==> config.mk <==
export PLATFORM = sky130hd
export DESIGN_NAME = mul_share_ctrl_flat
export DESIGN_NICKNAME = d
export VERILOG_FILES = /design/src/rtl/mul_share_pkg.sv /design/src/rtl/mul_share_ctrl_if.sv /design/src/rtl/mul_seq_core.sv /design/src/rtl/mul_share_ctrl.sv /design/src/flat_wrapper.sv
export SDC_FILE = /design/constraint.sdc
export NUM_CORES = 1
export LEC_CHECK = 0
export ABC_AREA = 1
export CAP_MARGIN = 0
export CORE_UTILIZATION = 50
export DETAILED_ROUTE_END_ITERATION = 10
export PLACE_DENSITY = 0.8
export SETUP_SLACK_MARGIN = 0.05
export SLEW_MARGIN = 20
export SYNTH_ARGS = -nofsm -noshare
export SYNTH_HDL_FRONTEND = slang
export SYNTH_SLANG_ARGS = --single-unit
export TNS_END_PERCENT = 1
==> constraint.sdc <==
create_clock -name clk -period 2.2 [get_ports clk]
set_clock_uncertainty 0.1 [all_clocks]
set_input_delay 0.33 -clock clk [delete_from_list [all_inputs] [get_ports clk]]
set_output_delay 0.33 -clock clk [all_outputs]
set_load 0.01 [all_outputs]
==> src/rtl/mul_share_pkg.sv <==
// rtl/mul_share_pkg.sv - shared types and constants for the shared multiplier
package mul_share_pkg;

  localparam int DEFAULT_WIDTH = 8;

  typedef enum logic [1:0] {
    IDLE,
    RUN,
    DONE
  } state_t;

  typedef logic req_id_t;

endpackage

==> src/rtl/mul_share_ctrl_if.sv <==
// rtl/mul_share_ctrl_if.sv - two-requester request/result bundle for the shared multiplier
interface mul_share_ctrl_if
  import mul_share_pkg::*;
#(
  parameter int WIDTH = DEFAULT_WIDTH
);

  logic               req0;
  logic [WIDTH-1:0]   op_a0;
  logic [WIDTH-1:0]   op_b0;
  logic               req1;
  logic [WIDTH-1:0]   op_a1;
  logic [WIDTH-1:0]   op_b1;
  logic               done0;
  logic               done1;
  logic [2*WIDTH-1:0] result;
  logic               busy;

  // Client side: raises requests and operands, watches completions.
  modport master (
    output req0, op_a0, op_b0, req1, op_a1, op_b1,
    input  done0, done1, result, busy
  );

  // Multiplier side.
  modport slave (
    input  req0, op_a0, op_b0, req1, op_a1, op_b1,
    output done0, done1, result, busy
  );

endinterface

==> src/rtl/mul_seq_core.sv <==
// rtl/mul_seq_core.sv - shift-add multiply engine, one multiplier bit per cycle
module mul_seq_core
  import mul_share_pkg::*;
#(
  parameter int WIDTH = DEFAULT_WIDTH
) (
  input  logic               clk,
  input  logic               rst,
  input  logic               start,
  input  logic [WIDTH-1:0]   a,
  input  logic [WIDTH-1:0]   b,
  output logic [2*WIDTH-1:0] product,
  output logic               fin
);

  localparam int CW = (WIDTH > 1) ? $clog2(WIDTH) : 1;
  localparam logic [CW-1:0] LAST = CW'(WIDTH - 1);

  logic [2*WIDTH-1:0] acc;
  logic [2*WIDTH-1:0] mcand;
  logic [WIDTH-1:0]   mplier;
  logic [CW-1:0]      cnt;
  logic               running;
  logic [2*WIDTH-1:0] acc_next;

  // Next accumulator value; on the last bit this is already the full product,
  // so the controller can capture it on the same edge the last bit is consumed.
  always_comb begin
    acc_next = acc;
    if (mplier[0]) begin
      acc_next = acc + mcand;
    end
    product = acc_next;
    fin     = running && (cnt == LAST);
  end

  // Latch operands on start, then consume one multiplier bit per cycle; no early exit.
  always_ff @(posedge clk or posedge rst) begin
    if (rst) begin
      acc     <= '0;
      mcand   <= '0;
      mplier  <= '0;
      cnt     <= '0;
      running <= 1'b0;
    end else if (start) begin
      acc     <= '0;
      mcand   <= {{WIDTH{1'b0}}, a};
      mplier  <= b;
      cnt     <= '0;
      running <= 1'b1;
    end else if (running) begin
      acc    <= acc_next;
      mcand  <= mcand << 1;
      mplier <= mplier >> 1;
      cnt    <= cnt + CW'(1);
      if (fin) begin
        running <= 1'b0;
      end
    end
  end

endmodule

==> src/rtl/mul_share_ctrl.sv <==
// rtl/mul_share_ctrl.sv - round-robin shared 8x8 multiplier service for two clients
module mul_share_ctrl
  import mul_share_pkg::*;
#(
  parameter int WIDTH = DEFAULT_WIDTH
) (
  input  logic           clk,
  input  logic           rst,
  mul_share_ctrl_if.slave bus
);

  state_t             state;
  req_id_t            last_grant;
  req_id_t            grant_id;
  req_id_t            grant;
  logic               start;
  logic [WIDTH-1:0]   win_a;
  logic [WIDTH-1:0]   win_b;
  logic [2*WIDTH-1:0] core_product;
  logic               core_fin;
  logic               done0_q;
  logic               done1_q;
  logic               busy_q;
  logic [2*WIDTH-1:0] result_q;

  // Arbitration: a lone request wins; on a tie the side not served last wins.
  always_comb begin
    grant = 1'b0;
    if (bus.req0 && bus.req1) begin
      grant = ~last_grant;
    end else if (bus.req1) begin
      grant = 1'b1;
    end
    win_a = grant ? bus.op_a1 : bus.op_a0;
    win_b = grant ? bus.op_b1 : bus.op_b0;
    start = (state == IDLE) && (bus.req0 || bus.req1);
  end

  mul_seq_core #(.WIDTH(WIDTH)) u_core (
    .clk     (clk),
    .rst     (rst),
    .start   (start),
    .a       (win_a),
    .b       (win_b),
    .product (core_product),
    .fin     (core_fin)
  );

  // Service FSM with registered done/busy/result outputs.
  always_ff @(posedge clk or posedge rst) begin
    if (rst) begin
      state      <= IDLE;
      last_grant <= 1'b1;
      grant_id   <= 1'b0;
      done0_q    <= 1'b0;
      done1_q    <= 1'b0;
      busy_q     <= 1'b0;
      result_q   <= '0;
    end else begin
      case (state)
        IDLE: begin
          if (start) begin
            grant_id   <= grant;
            last_grant <= grant;
            busy_q     <= 1'b1;
            state      <= RUN;
          end
        end
        RUN: begin
          if (core_fin) begin
            result_q <= core_product;
            done0_q  <= (grant_id == 1'b0);
            done1_q  <= (grant_id == 1'b1);
            state    <= DONE;
          end
        end
        DONE: begin
          done0_q <= 1'b0;
          done1_q <= 1'b0;
          busy_q  <= 1'b0;
          state   <= IDLE;
        end
        default: state <= IDLE;
      endcase
    end
  end

  assign bus.done0  = done0_q;
  assign bus.done1  = done1_q;
  assign bus.busy   = busy_q;
  assign bus.result = result_q;

endmodule

==> src/flat_wrapper.sv <==
// flat-port wrapper written by rule: the top's interface ports become plain ports
module mul_share_ctrl_flat import mul_share_pkg::*;
#(
  parameter int WIDTH = DEFAULT_WIDTH
)
  (clk, rst, bus_req0, bus_op_a0, bus_op_b0, bus_req1, bus_op_a1, bus_op_b1, bus_done0, bus_done1, bus_result, bus_busy);
  mul_share_ctrl_if #(.WIDTH(WIDTH)) bus_i ();
  input  logic clk;
  input  logic rst;
  input wire logic [$bits(bus_i.req0)-1:0] bus_req0;
  input wire logic [$bits(bus_i.op_a0)-1:0] bus_op_a0;
  input wire logic [$bits(bus_i.op_b0)-1:0] bus_op_b0;
  input wire logic [$bits(bus_i.req1)-1:0] bus_req1;
  input wire logic [$bits(bus_i.op_a1)-1:0] bus_op_a1;
  input wire logic [$bits(bus_i.op_b1)-1:0] bus_op_b1;
  output wire logic [$bits(bus_i.done0)-1:0] bus_done0;
  output wire logic [$bits(bus_i.done1)-1:0] bus_done1;
  output wire logic [$bits(bus_i.result)-1:0] bus_result;
  output wire logic [$bits(bus_i.busy)-1:0] bus_busy;
  assign bus_i.req0 = bus_req0;
  assign bus_i.op_a0 = bus_op_a0;
  assign bus_i.op_b0 = bus_op_b0;
  assign bus_i.req1 = bus_req1;
  assign bus_i.op_a1 = bus_op_a1;
  assign bus_i.op_b1 = bus_op_b1;
  assign bus_done0 = bus_i.done0;
  assign bus_done1 = bus_i.done1;
  assign bus_result = bus_i.result;
  assign bus_busy = bus_i.busy;
  mul_share_ctrl #(.WIDTH(WIDTH)) u_core (.clk(clk), .rst(rst), .bus(bus_i));
endmodule
* Word-level counts from Yosys, hierarchy flattened
Index checks and enable logic that the tools add are counted.
** Storage, ports and cells
- Input port bits :: 36
- Memories kept :: 0
- Output and inout port bits :: 19
- Bits in latches :: 0
- Memory bits (read-only) :: 0
- Word-level logic and storage cells :: 59
- Memory bits (writable) :: 0
- Bits in registers :: 67
** Cells by class
- $lt $le $gt $ge :: 0
- Add/sub/neg operators :: 2
- Reductions and logical operators :: 13
- Multipliers :: 0
- Bitwise logic cells :: 2
- Equality and inequality tests :: 5
- Div/mod/pow operators :: 0
- Shift operators :: 0
- Multiplexer cells :: 25
** Operator list (number)
- 16-bit 2-to-1 mux :: 5
- 8-bit 2-to-1 mux :: 4
- 16-bit adder :: 1
- 2-bit AND reduction :: 5
- 1-bit 2-to-1 mux :: 8
- 3-bit 2-to-1 mux :: 2
- 1-bit one-hot mux with 2 select lines :: 3
- 2-bit nonzero test :: 3
- 2-bit 2-to-1 mux :: 2
- 2-bit by 1-bit != test with 1-bit output (second input constant) :: 2
- 2-bit one-hot mux with 2 select lines :: 1
- 3-bit by 1-bit adder with 3-bit output (second input constant) :: 1
- 3-bit == test (second input constant) :: 1
- 1-bit logical AND :: 3
- 2-bit by 1-bit == test with 1-bit output (second input constant) :: 1
- 2-bit == test (second input constant) :: 1
- 2-bit zero test :: 1
- 1-bit inverter :: 2
- 1-bit logical OR :: 1

* Longest topological paths before layout
- Word-level depth :: 5
- Depth in mapped cells :: 12
- Gate-level depth less buffers :: 12

* Cells and area by module
Synthesis repeated with hierarchy kept, for this count alone.
** Unflattened totals
- Cell total of the unflattened synthesis :: 552
- Area, all modules :: 3985.1 µm²
** By module, submodules not included
- mul_seq_core :: area an instance 2864.0 µm², seq. area each 1101.1 µm², cells an instance 394, times used 1
- mul_share_ctrl :: area an instance 1121.1 µm², seq. area each 576.8 µm², cells an instance 158, times used 1

* Least setup slack after synthesis
Ideal clock, no wire load.
- Path kind :: flip-flop to flip-flop
- From :: reg u_core.u_core.acc[0]
- To :: reg u_core.result_q[8] (netlist: u_core.bus.result[8])
- Required time :: 1983 ps
- Clock period less this slack :: 1866 ps
- Library setup time :: 117 ps
- Path slack :: 334 ps
- Arrival time :: 1649 ps
- Stages on the path, launching flop included :: 12
- Buffers on the path :: 0
- Path through :: dfrtp_1 > ha_1 > fa_1 > nand2_1 > nand2_1 > and2_1 > nand2_1 > nand2_1 > xnor2_1 > nand2_1 > nand3_1 > nand2_1
** Between the ends
- Longest elaborated chain between the ends :: 2
** Ends and longest elaborated chain
- start, declared :: RTL line mul_seq_core.sv:19 : logic [2*WIDTH-1:0] acc;
- start signal, assigned :: RTL line mul_seq_core.sv:52 : acc <= acc_next;
- 16-bit adder :: RTL line mul_seq_core.sv:31 : acc_next = acc + mcand;
- 16-bit 2-to-1 mux :: RTL line mul_seq_core.sv:30 : if (mplier[0]) begin
- end signal, assigned :: RTL line mul_share_ctrl.sv:71 : result_q <= core_product;
- end, declared :: RTL line mul_share_ctrl.sv:24 : logic [2*WIDTH-1:0] result_q;
Every way passes these cells.
A chain may end at the register's enable or synchronous reset.

* Worst setup path after layout
- From :: reg u_core.u_core.acc[2]
- To :: reg u_core.u_core.acc[15]
** Between the ends
- Longest elaborated chain between the ends :: 4
** Ends and longest elaborated chain
- 16-bit adder :: RTL line mul_seq_core.sv:31
- 16-bit 2-to-1 mux :: RTL line mul_seq_core.sv:30
- 16-bit 2-to-1 mux :: RTL line mul_seq_core.sv:51 : end else if (running) begin
- 16-bit 2-to-1 mux :: RTL line mul_seq_core.sv:45 : end else if (start) begin
Every way passes these cells. The select of a mux whose other input is x is not followed.

==> summary.txt <==
STA
  • Final Slew Violations: 0
  • Final Hold Vio Count: 0
  • Post-Route Setup TNS: 0 ns
  • Worst hold slack: roughly 0.27 ns
  • Least-Margin Pin Slew: between 0.4 and 0.5 ns
  • Min Tclk post-route: between 2 and 2.5 ns
  • Finish-stage setup viols: 0
  • Final period util: 0.911
  • Max Fclk: 499 MHz
  • RSZ-0062 raised after global routing: yes
  • Slew headroom: 0.679

Floorplanning
  • Row Count: 31
  • Core Region: between 7000 and 8000 um^2
  • I/O pin total: between 50 and 60
  • Die Y: around 91 um
  • Die Wd: between 90 and 100 um
  • Initial Utilization: 0.531
  • Die ar.: a little over 8000 um^2

Cells and area
  • Syn-to-layout area delta: 22.2%
  • Fin nets: around 630
  • Final Util: 0.649
  • Ant. Diodes: 0
  • Layout cells sized above 1: 0.0911

Critical path
  • CP Capture Type: flip-flop
  • Crit-path slowest cell: dfrtp_1
  • Critical path class: reg -> reg
  • R2R Setup Slk: a little under 0.2 ns
  • Cell family with most CP delay: simple AND/OR/NAND/NOR gates
  • Worst endpoint required time: approximately 2.3 ns
  • Crit path to: u_core.u_core.acc[15]
  • R2R Path Start: u_core.u_core.acc[2]
  • Path length in cells of the critical path: 10
  • Critical-path cell list: ha_1, or2_2, nand3_1, nand2_1, nand2_1, nand2_1, nand2_1, nand3_1, nand3_1, nand2_1
  • Reg2Reg Depth: 10
  • FF-to-FF End: u_core.u_core.acc[15]
  • Most frequent CP cell: nand2_1
  • CP max stage delay: between 0.4 and 0.5 ns
  • Setup crit start: u_core.u_core.acc[2]
  • CP Buf/Inv Count: 0
  • Crit start category: flip-flop
  • WP data arrival: about 2.2 ns
  • Max FO, Critical Path: 3

Clocking
  • Worst-path clk slew: roughly 0.07 ns
  • Root Driver: clkbuf_8
  • CTS Buffer Depth: 2
  • H-Tree Depth: 3
  • Post_cts resized: 0
  • Postcts setup bufs: 0
  • Post-CTS Hold Buffers: 0
  • CTS tree: done
  • TritonCTS buffer count: 9
  • Clk sinks: 67
  • Worst skew pair latency: approximately 0.35 ns

Logic synthesis
  • Synth cell types: 37
  • Ranking of synthesized cells by area: dfrtp_1 42%, nand2_1 17%, inv_1 5.4%
  • Sequential share of the synthesized area: 0.427
  • Synth Net Count: 573
  • Cell area after synthesis: 3930 um^2
  • Mapped Avg Cell Area: 7.57 um^2
  • Post-synth top area share: 0.420
  • Ys Warns: 0
  • Share of synthesized flip-flops with an asynchronous set or reset: 1.00
  • Cell count after synthesis: ~520
  • Largest area contributor in the netlist: dfrtp_1
  • Number of synthesized register bits: 67
  • Post-synth EDFFs: 0
  • Most common flop cell mapped by yosys: dfrtp_1

Routing
  • DRT antenna net count: 0
  • Starting DRC count in detailed routing: 220
  • Avg WL per Cell: 13.5 um
  • Drt via density: a little over 5
  • Drt total wl: 9200 um
  • Detailed-route DRC error count: 0
  • Via count: between 3000 and 4000
  • First-pass DRT Iterations: 5

Power and ir drop
  • Total Power: approximately 0.0071 W
  • Leakage: around 2.4 nW
  • Pwr/cell area: approximately 1500 nW/um^2
  • Worst VDD drop: 0.603 mV

Status
  • Outcome: completed

Global route
  • GRT Overall Usage: 0.250
  • Initial antenna violation count: 0
  • Largest net degree at the start of global routing: 68
  • Vias in the first global route: approximately 3500
  • First-pass GRT wire length: 16300 um
  • Grt ovf: 0

Place
  • HPWL after DPL: between 6000 and 7000 um
  • Placer congestion estimate: about 0.90
  • Port bufs: 54

Min path
  • Worst Hold Class: in -> async

Flow run
  • Max-cap violations: 0
## worst register-to-register path, delay by kind of cell, from the launching register on
family                     cells  cell delay [ns]
adders and majority gates      1             0.35
DFF                            1             0.41
and+or+nand+nor                9             1.04
## worst min-delay path by stage
stage | cells after the start | endpoint | slack (ns)
final | 3 | u_core.u_core.acc[15] | 0.27
after global placement | 2 | u_core.bus.result[1] | 0.35
after detailed placement | 2 | u_core.bus.result[1] | 0.36
after floorplan | 2 | u_core.last_grant | 0.34
after global routing | 3 | u_core.u_core.mplier[2] | 0.31
after CTS | 3 | u_core.u_core.mplier[2] | 0.28
## cell usage after synthesis (2+ instances only)
| master | instances |
|---|---|
| nand2_1 | 176 |
| clkbuf_1 | 5 |
| or2_2 | 10 |
| nand3_1 | 38 |
| o22ai_1 | 9 |
| and2_1 | 2 |
| nor2_1 | 26 |
| nand3b_1 | 2 |
| a22o_1 | 2 |
| inv_1 | 57 |
| xor2_1 | 2 |
| dfrtp_1 | 66 |
| buf_6 | 7 |
| a21oi_1 | 13 |
| inv_2 | 5 |
| o21ai_1 | 13 |
| ha_1 | 17 |
| o21bai_1 | 2 |
| o211ai_1 | 5 |
| nor3_1 | 3 |
| o21ai_0 | 39 |
| buf_2 | 4 |
| xnor2_1 | 2 |
## logic make-up after synthesis
logic type,Yosys count,synth area share
muxes,1,0.00255
xor gates and xnor gates,4,0.00891
adders and majority gates,18,0.0592
DFF,67,0.427
AOI/OAI and AO/OA,87,0.126
and+or+nand+nor,263,0.286
buffers and inverters,79,0.0907
## per-stage QoR
stage	cells	instance area [um^2]	worst slack, ns
finish	681	4810	0.195
detailed placement	665	4560	0.155
CTS	681	4800	0.140
global route	681	4810	0.00787
global placement	665	4560	0.238
floorplan	519	3930	0.0885
## registers in the layout, indices dropped and copies added, names as in the netlist, 2 cells and up
| register | cells |
|---|---|
| u_core.bus.result | 16 |
| u_core.state | 2 |
| u_core.u_core.acc | 16 |
| u_core.u_core.cnt | 3 |
| u_core.u_core.mcand | 16 |
| u_core.u_core.mplier | 8 |
## final cells by class
type / instances / area (um^2)
clock buffer: 9 / 124
clock inverter: 7 / 116
fill: 649 / 2600
inverter: 63 / 239
multi-input combinational: 373 / 1900
sequential: 67 / 1680
tap: 99 / 124
timing repair buffer: 63 / 621
## placed cells by master (no fill, tap or decap), types with 2 or more instances in the layout
cell and instances:
o21ai_1 13, ha_1 17, a21oi_1 13, o21bai_1 2
buf_4 8, inv_1 56, nand2_1 174, a22o_1 2
nand3b_1 2, nand2_2 3, xnor2_1 2, or2_2 10
and2_1 2, clkdlybuf4s50_1 54, inv_2 6, nand3_1 38
o211ai_1 5, xor2_1 2, o21ai_0 39, clkinv_2 2
nor3_1 3, o22ai_1 9, clkbuf_8 9, dfrtp_1 66
bufinv_16 3, nor2_1 26
## where the power goes
part           leakage (nW)  switching, W  internal (W)  total, W
sequential            0.842      0.000434       0.00179   0.00222
combinational          1.46       0.00211       0.00150   0.00361
clock                 0.119      0.000498      0.000750   0.00125
total                  2.42       0.00304       0.00404   0.00708
## metal layers
metal	vias to the layer above	wire length [um]	track usage
met3	18	452	0.0455
met1	1599	4150	0.319
met5	-	0	0
met2	110	4410	0.420
met4	0	185	0.0981
li1	1784	-	-
No activity file was read; power rests on OpenSTA's default activity.
